## src/rtl/dpwm_softstart_seq_pkg.sv

```systemverilog
// Shared state encoding and width defaults for the DPWM soft-start sequencer.
package dpwm_softstart_seq_pkg;

  localparam int DUTY_W_DEF = 10;
  localparam int FREQ_W_DEF = 3;

  typedef enum logic [2:0] {
    IDLE,
    RAMP,
    HOLD,
    FREQ_DN,
    FREQ_UP,
    FAULT
  } seq_state_t;

endpackage

```

## src/rtl/dpwm_ramp_step.sv

```systemverilog
// Combinational saturating step: moves duty toward goal by STEP without overshoot.
module dpwm_ramp_step #(
  parameter int DUTY_W = 10,
  parameter int STEP   = 8
) (
  input  logic [DUTY_W-1:0] duty,
  input  logic [DUTY_W-1:0] goal,
  output logic [DUTY_W-1:0] next_duty
);

  localparam logic [DUTY_W:0]   STEP_X = (DUTY_W+1)'(STEP);
  localparam logic [DUTY_W-1:0] STEP_N = DUTY_W'(STEP);

  logic          up;
  logic [DUTY_W:0] diff;

  // The distance is taken one bit wider so the comparison against STEP cannot wrap.
  always_comb begin
    up   = (goal > duty);
    diff = up ? ({1'b0, goal} - {1'b0, duty}) : ({1'b0, duty} - {1'b0, goal});
    if (diff < STEP_X) begin
      next_duty = goal;
    end else if (up) begin
      next_duty = duty + STEP_N;
    end else begin
      next_duty = duty - STEP_N;
    end
  end

endmodule

```

## src/rtl/dpwm_softstart_seq.sv

```systemverilog
// Soft-start sequencer: accepts duty/frequency targets and ramps them glitch-free
// onto the DPWM datapath on PWM period boundaries, with a latched fault shutdown.
module dpwm_softstart_seq
  import dpwm_softstart_seq_pkg::*;
#(
  parameter int DUTY_W         = DUTY_W_DEF,
  parameter int FREQ_W         = FREQ_W_DEF,
  parameter int STEP           = 8,
  parameter int TICKS_PER_STEP = 4,
  parameter int DUTY_MAX       = 1000
) (
  input  logic              clkm,
  input  logic              reset,
  input  logic              enable,
  input  logic              period_tick,
  input  logic              req_valid,
  input  logic [DUTY_W-1:0] req_duty,
  input  logic [FREQ_W-1:0] req_freq,
  output logic              req_ready,
  input  logic              fault,
  input  logic              fault_clr,
  output logic [DUTY_W-1:0] duty_cmd,
  output logic [FREQ_W-1:0] freq_cmd,
  output logic              busy,
  output logic              fault_flag
);

  localparam int               CNT_W    = $clog2(TICKS_PER_STEP + 1);
  localparam logic [CNT_W-1:0] CNT_LAST = CNT_W'(TICKS_PER_STEP - 1);
  localparam logic [DUTY_W-1:0] DUTY_LIM = DUTY_W'(DUTY_MAX);

  seq_state_t        state, state_n;
  logic [CNT_W-1:0]  tick_cnt, tick_cnt_n;
  logic [DUTY_W-1:0] duty_n, tgt_duty, tgt_duty_n, goal, stepped, req_duty_lim;
  logic [FREQ_W-1:0] freq_n, tgt_freq, tgt_freq_n;
  logic              xfer, step_evt;

  assign req_ready    = (state == IDLE) || (state == HOLD);
  assign busy         = (state == RAMP) || (state == FREQ_DN) || (state == FREQ_UP);
  assign fault_flag   = (state == FAULT);
  assign xfer         = req_valid && req_ready;
  assign step_evt     = period_tick && (tick_cnt == CNT_LAST);
  assign req_duty_lim = (req_duty > DUTY_LIM) ? DUTY_LIM : req_duty;
  // Dropping enable retargets any ramp to zero; a frequency switch always empties first.
  assign goal         = ((state == FREQ_DN) || !enable) ? '0 : tgt_duty;

  dpwm_ramp_step #(
    .DUTY_W(DUTY_W),
    .STEP  (STEP)
  ) u_step (
    .duty     (duty_cmd),
    .goal     (goal),
    .next_duty(stepped)
  );

  always_comb begin
    state_n    = state;
    duty_n     = duty_cmd;
    freq_n     = freq_cmd;
    tgt_duty_n = tgt_duty;
    tgt_freq_n = tgt_freq;
    if (fault) begin
      state_n = FAULT;
      duty_n  = '0;
    end else begin
      case (state)
        IDLE: begin
          duty_n = '0;
          if (xfer && enable) begin
            tgt_duty_n = req_duty_lim;
            tgt_freq_n = req_freq;
            freq_n     = req_freq;
            state_n    = RAMP;
          end
        end
        RAMP, HOLD, FREQ_UP: begin
          if ((state == HOLD) && xfer && enable) begin
            tgt_duty_n = req_duty_lim;
            tgt_freq_n = req_freq;
            state_n    = (req_freq == freq_cmd) ? RAMP : FREQ_DN;
          end else if (duty_cmd == goal) begin
            state_n = enable ? HOLD : IDLE;
          end else if (step_evt) begin
            duty_n = stepped;
            if (stepped == goal) begin
              state_n = enable ? HOLD : IDLE;
            end
          end
        end
        FREQ_DN: begin
          if (duty_cmd == '0) begin
            freq_n  = tgt_freq;
            state_n = enable ? FREQ_UP : IDLE;
          end else if (step_evt) begin
            duty_n = stepped;
          end
        end
        FAULT: begin
          duty_n = '0;
          if (fault_clr) begin
            state_n = IDLE;
          end
        end
        default: state_n = IDLE;
      endcase
    end
  end

  // Every state change restarts the period count so each phase gets full-length steps.
  always_comb begin
    if (state_n != state) begin
      tick_cnt_n = '0;
    end else if (period_tick) begin
      tick_cnt_n = (tick_cnt == CNT_LAST) ? '0 : tick_cnt + CNT_W'(1);
    end else begin
      tick_cnt_n = tick_cnt;
    end
  end

  always_ff @(posedge clkm or negedge reset) begin
    if (!reset) begin
      state    <= IDLE;
      tick_cnt <= '0;
      duty_cmd <= '0;
      freq_cmd <= '0;
      tgt_duty <= '0;
      tgt_freq <= '0;
    end else begin
      state    <= state_n;
      tick_cnt <= tick_cnt_n;
      duty_cmd <= duty_n;
      freq_cmd <= freq_n;
      tgt_duty <= tgt_duty_n;
      tgt_freq <= tgt_freq_n;
    end
  end

endmodule

```

## config.mk

```make
export PLATFORM = sky130hd
export DESIGN_NAME = dpwm_softstart_seq
export DESIGN_NICKNAME = d
export VERILOG_FILES = /design/src/rtl/dpwm_softstart_seq_pkg.sv /design/src/rtl/dpwm_ramp_step.sv /design/src/rtl/dpwm_softstart_seq.sv
export SDC_FILE = /design/constraint.sdc
export NUM_CORES = 1
export LEC_CHECK = 0
export ABC_AREA = 1
export CAP_MARGIN = 5
export CORE_UTILIZATION = 52
export DETAILED_ROUTE_END_ITERATION = 12
export PLACE_DENSITY = 0.84
export SLEW_MARGIN = 30
export SYNTH_ARGS = -nofsm -noshare
export SYNTH_HDL_FRONTEND = slang
export SYNTH_SLANG_ARGS = --single-unit
export TNS_END_PERCENT = 1
```

## constraint.sdc

```tcl
create_clock -name clkm -period 4 [get_ports clkm]
set_input_delay 0.6 -clock clkm [delete_from_list [all_inputs] [get_ports clkm]]
set_output_delay 0.6 -clock clkm [all_outputs]
set_load 0.1 [all_outputs]
```

==> flow_metrics.env <==
export IMPL_post_route_worst_setup_slack_ns=-0.5538
export IMPL_layout_nets=652
export IMPL_drt_first_iter_violations=399
export IMPL_synthesized_flop_and_latch_total=32
export IMPL_setup_viol_count_final=6
export IMPL_outcome="complete, but fails checks"
export IMPL_mappedNetlistNets=533
export IMPL_antenna_found_initial=0
export IMPL_floorplan_die_area_mm2=0.006414
export IMPL_post_route_cell_area_mm2=0.004710
export IMPL_routedWlPerCell_um=17.55
export IMPL_globalplace_congestion=0.9755
export IMPL_ctsHtreeMaxLevel=2
export IMPL_critical_path_startpoint_type="flip-flop"
export IMPL_vdd_ir_drop_max_uv=603.2
export IMPL_route_detailed_drc=1
export IMPL_die_width_um=80.09
export IMPL_footprint_of_the_multi_input_gates_mm2=0.002379
export IMPL_timing_final_crit_period_ns=4.554
export IMPL_synth_edff_count=0
export IMPL_cts_buffers_inserted=5
export IMPL_placed_cell_area_mm2=0.004328
export IMPL_ys_warn_count=0
export IMPL_n_fill_cell=355
export IMPL_fin_worst_skew_ns=0.01595
export IMPL_tritoncts_clock_tree="yes"
export IMPL_worstMarginPinSlew_ns=0.9918
export IMPL_dp_cells=664
export IMPL_worstPathArrival_ns=4.79
export IMPL_top_level_ports=36
export IMPL_io_buffers=35
export IMPL_clockBufferDepth=2
export IMPL_hold_buffers=0
export IMPL_topRoutingLayerUsed="met4"
export IMPL_grt_first_pass_wirelength_um=17380
export IMPL_top_fanout_value_on_the_critical_path=7
export IMPL_class_of_the_most_critical_setup_path="flip-flop to flip-flop"
export IMPL_final_sum_of_negative_setup_slack_ns=-2.340
export IMPL_finalWirelength_um=12000
export IMPL_yosys_area_top_type="dfrtp_1"
export IMPL_cts_clk_slew_worst_paths_ns=0.08
export IMPL_synth_area_per_cell_um2=6.484
export IMPL_global_route_usage_total_pct=35.49
export IMPL_later_pin_clock_latency_in_the_skew_report_ns=0.30
export IMPL_chipHeight_um=80.09
export IMPL_wl_met2_um=5804
export IMPL_hold_class="flip-flop to flip-flop"
export IMPL_power_leakage_nw=2.436
export IMPL_final_cell_count_no_fill=684
export IMPL_clock_tree_root_cell="clkbuf_8"
export IMPL_timing_final_crit_share_pct=113.8
export IMPL_avgViaCountPerCell=5.890
export IMPL_setup_ws_pre_cts_ns=-0.9039
export IMPL_first_drt_pass_iteration_count=9
export IMPL_synth_async_reset_ratio_pct=100.0
export IMPL_core_mm2=0.005886
export IMPL_post_synth_main_area_contributors="dfrtp_1, nand2_1, inv_1"
export IMPL_ys_top_cells_by_count="nand2_1, inv_1, nand3_1"
export IMPL_met3WireLength_um=926
export IMPL_hpwlAfterDp_um=8113
export IMPL_fmaxAchievable_mhz=219.6
export IMPL_total_power_mw=4.698
export IMPL_grt_pass1_vias=3900
export IMPL_synth_ff_type="dfrtp_1"
export IMPL_critical_path_slowest_cell="dfrtp_1"
export IMPL_route_vias_total=4029
export IMPL_timing_critical_path_to_type="flip-flop"
export IMPL_met1Wirelength_um=4556
export IMPL_largest_net_degree_at_the_start_of_global_routing=32
export IMPL_layout_cell_share_with_drive_strength_beyond_1_pct=30.05
export IMPL_maxCapViolations=0
export IMPL_syn_cell_area_mm2=0.003171
export IMPL_clock_sinks=32
export IMPL_power_density_mw_per_mm2=997.5
export IMPL_violations="DRC, setup timing"
export IMPL_most_frequently_used_cell_type_in_the_post_synthesis_netlist="nand2_1"
export IMPL_synth_seq_area_share_pct=25.26
export IMPL_rows=28
export IMPL_syn_to_final_growth_pct=48.54
export IMPL_timing_final_max_slew_violations=0
export IMPL_overflow=0
export IMPL_antennaDiodeCount=0
export IMPL_holdWs_ns=0.4875
export IMPL_required_ns=4.24
export IMPL_initial_core_util_pct=53.87
export IMPL_rsz0062_at_grt="true"
export IMPL_synth_top_area_share_pct=25.26
export IMPL_critical_path_max_stage_delay_ns=0.39
export IMPL_count_of_final_hold_check_violations=0
export IMPL_synthDistinctLibCells=42
export IMPL_final_core_utilization_pct=80.02
export IMPL_postRouteAntennaNets=0
export IMPL_regArea_um2=814.5
export IMPL_maxSlewHeadroom_pct=33.67
export IMPL_syn_inst=489
==> cell type report <==
type | instances | share of cell area (%)
sequential | 32 | 17.30
timing repair buffer | 120 | 21.20
clock buffer | 6 | 1.541
tap | 75 | 1.993
clock inverter | 2 | 0.7439
inverter | 83 | 6.722
multi-input combinational | 366 | 50.50
==> cells in the final DEF, fill, tap and decap left out, types with 4 or more instances in the layout <==
cell type,count
nand3_2,8
xor2_1,8
nand3_1,42
inv_2,7
nand2_4,4
clkdlybuf4s50_1,34
nor2_4,7
o21ai_0,26
ha_1,12
inv_1,73
nor2_2,10
buf_4,82
o22ai_1,12
clkbuf_8,5
nand4_1,6
dfrtp_2,8
ha_4,11
dfrtp_1,23
nor2_1,25
nand2_1,122
nand2_2,14
a21oi_1,17
==> timing repair <==
item / 4_1_cts / 5_1_grt
pin swaps: 22 / 25
buffers inserted: 6 / 7
resized for setup: 25 / 24
endpoints found under the setup margin: 6 / 6
==> cell families after synthesis <==
logic type | share of synthesized area (%)
mux | 0.3157
xor+xnor | 2.763
compound gates | 14.01
simple gates | 36.82
fa+ha+maj | 9.708
flops | 25.26
buf+inv | 11.13
==> state kept, by name, indices dropped and copies added, names as in the netlist <==
register and flops:
tgt_duty 10, freq_cmd 3, duty_cmd 10, tgt_freq 3
state 3, tick_cnt 3
==> routing by layer <==
layer	vias to the layer above	global-route usage, %
li1	1830	-
met3	74	6.364
met2	250	63.25
met5	-	0
met1	1875	39.48
met4	0	20.18
==> report_power, final <==
part | leakage (nW) | total, mW | switching (mW) | internal [mW]
Sequential | 0.394 | 0.522 | 0.0906 | 0.432
Combinational | 1.99 | 3.86 | 2.25 | 1.61
Clock | 0.0552 | 0.318 | 0.133 | 0.185
Total | 2.44 | 4.70 | 2.47 | 2.22
==> worst max-delay path, delay by kind of cell, from the launching register on <==
family,cells,cell delay (ns)
compound gates,1,0.16
xor+xnor,2,0.41
fa+ha+maj,2,0.49
buf+inv,7,0.63
flops,1,0.39
simple gates,23,2.40
==> path summary, 6_finish.rpt <==
path	start	end	slack [ns]	cells past startpoint
min	tgt_duty[9]	tgt_duty[9]	0.49	2
max	state[2]	tick_cnt[1]	-0.55	35
max reg2reg	state[2]	tick_cnt[1]	-0.55	35
min in group asynchronous	reset	tick_cnt[2]	0.58	1
max in group asynchronous	reset	duty_cmd[3]	2.67	2
min reg2reg	tgt_duty[9]	tgt_duty[9]	0.49	2
No activity file was read; power rests on OpenSTA's default activity.
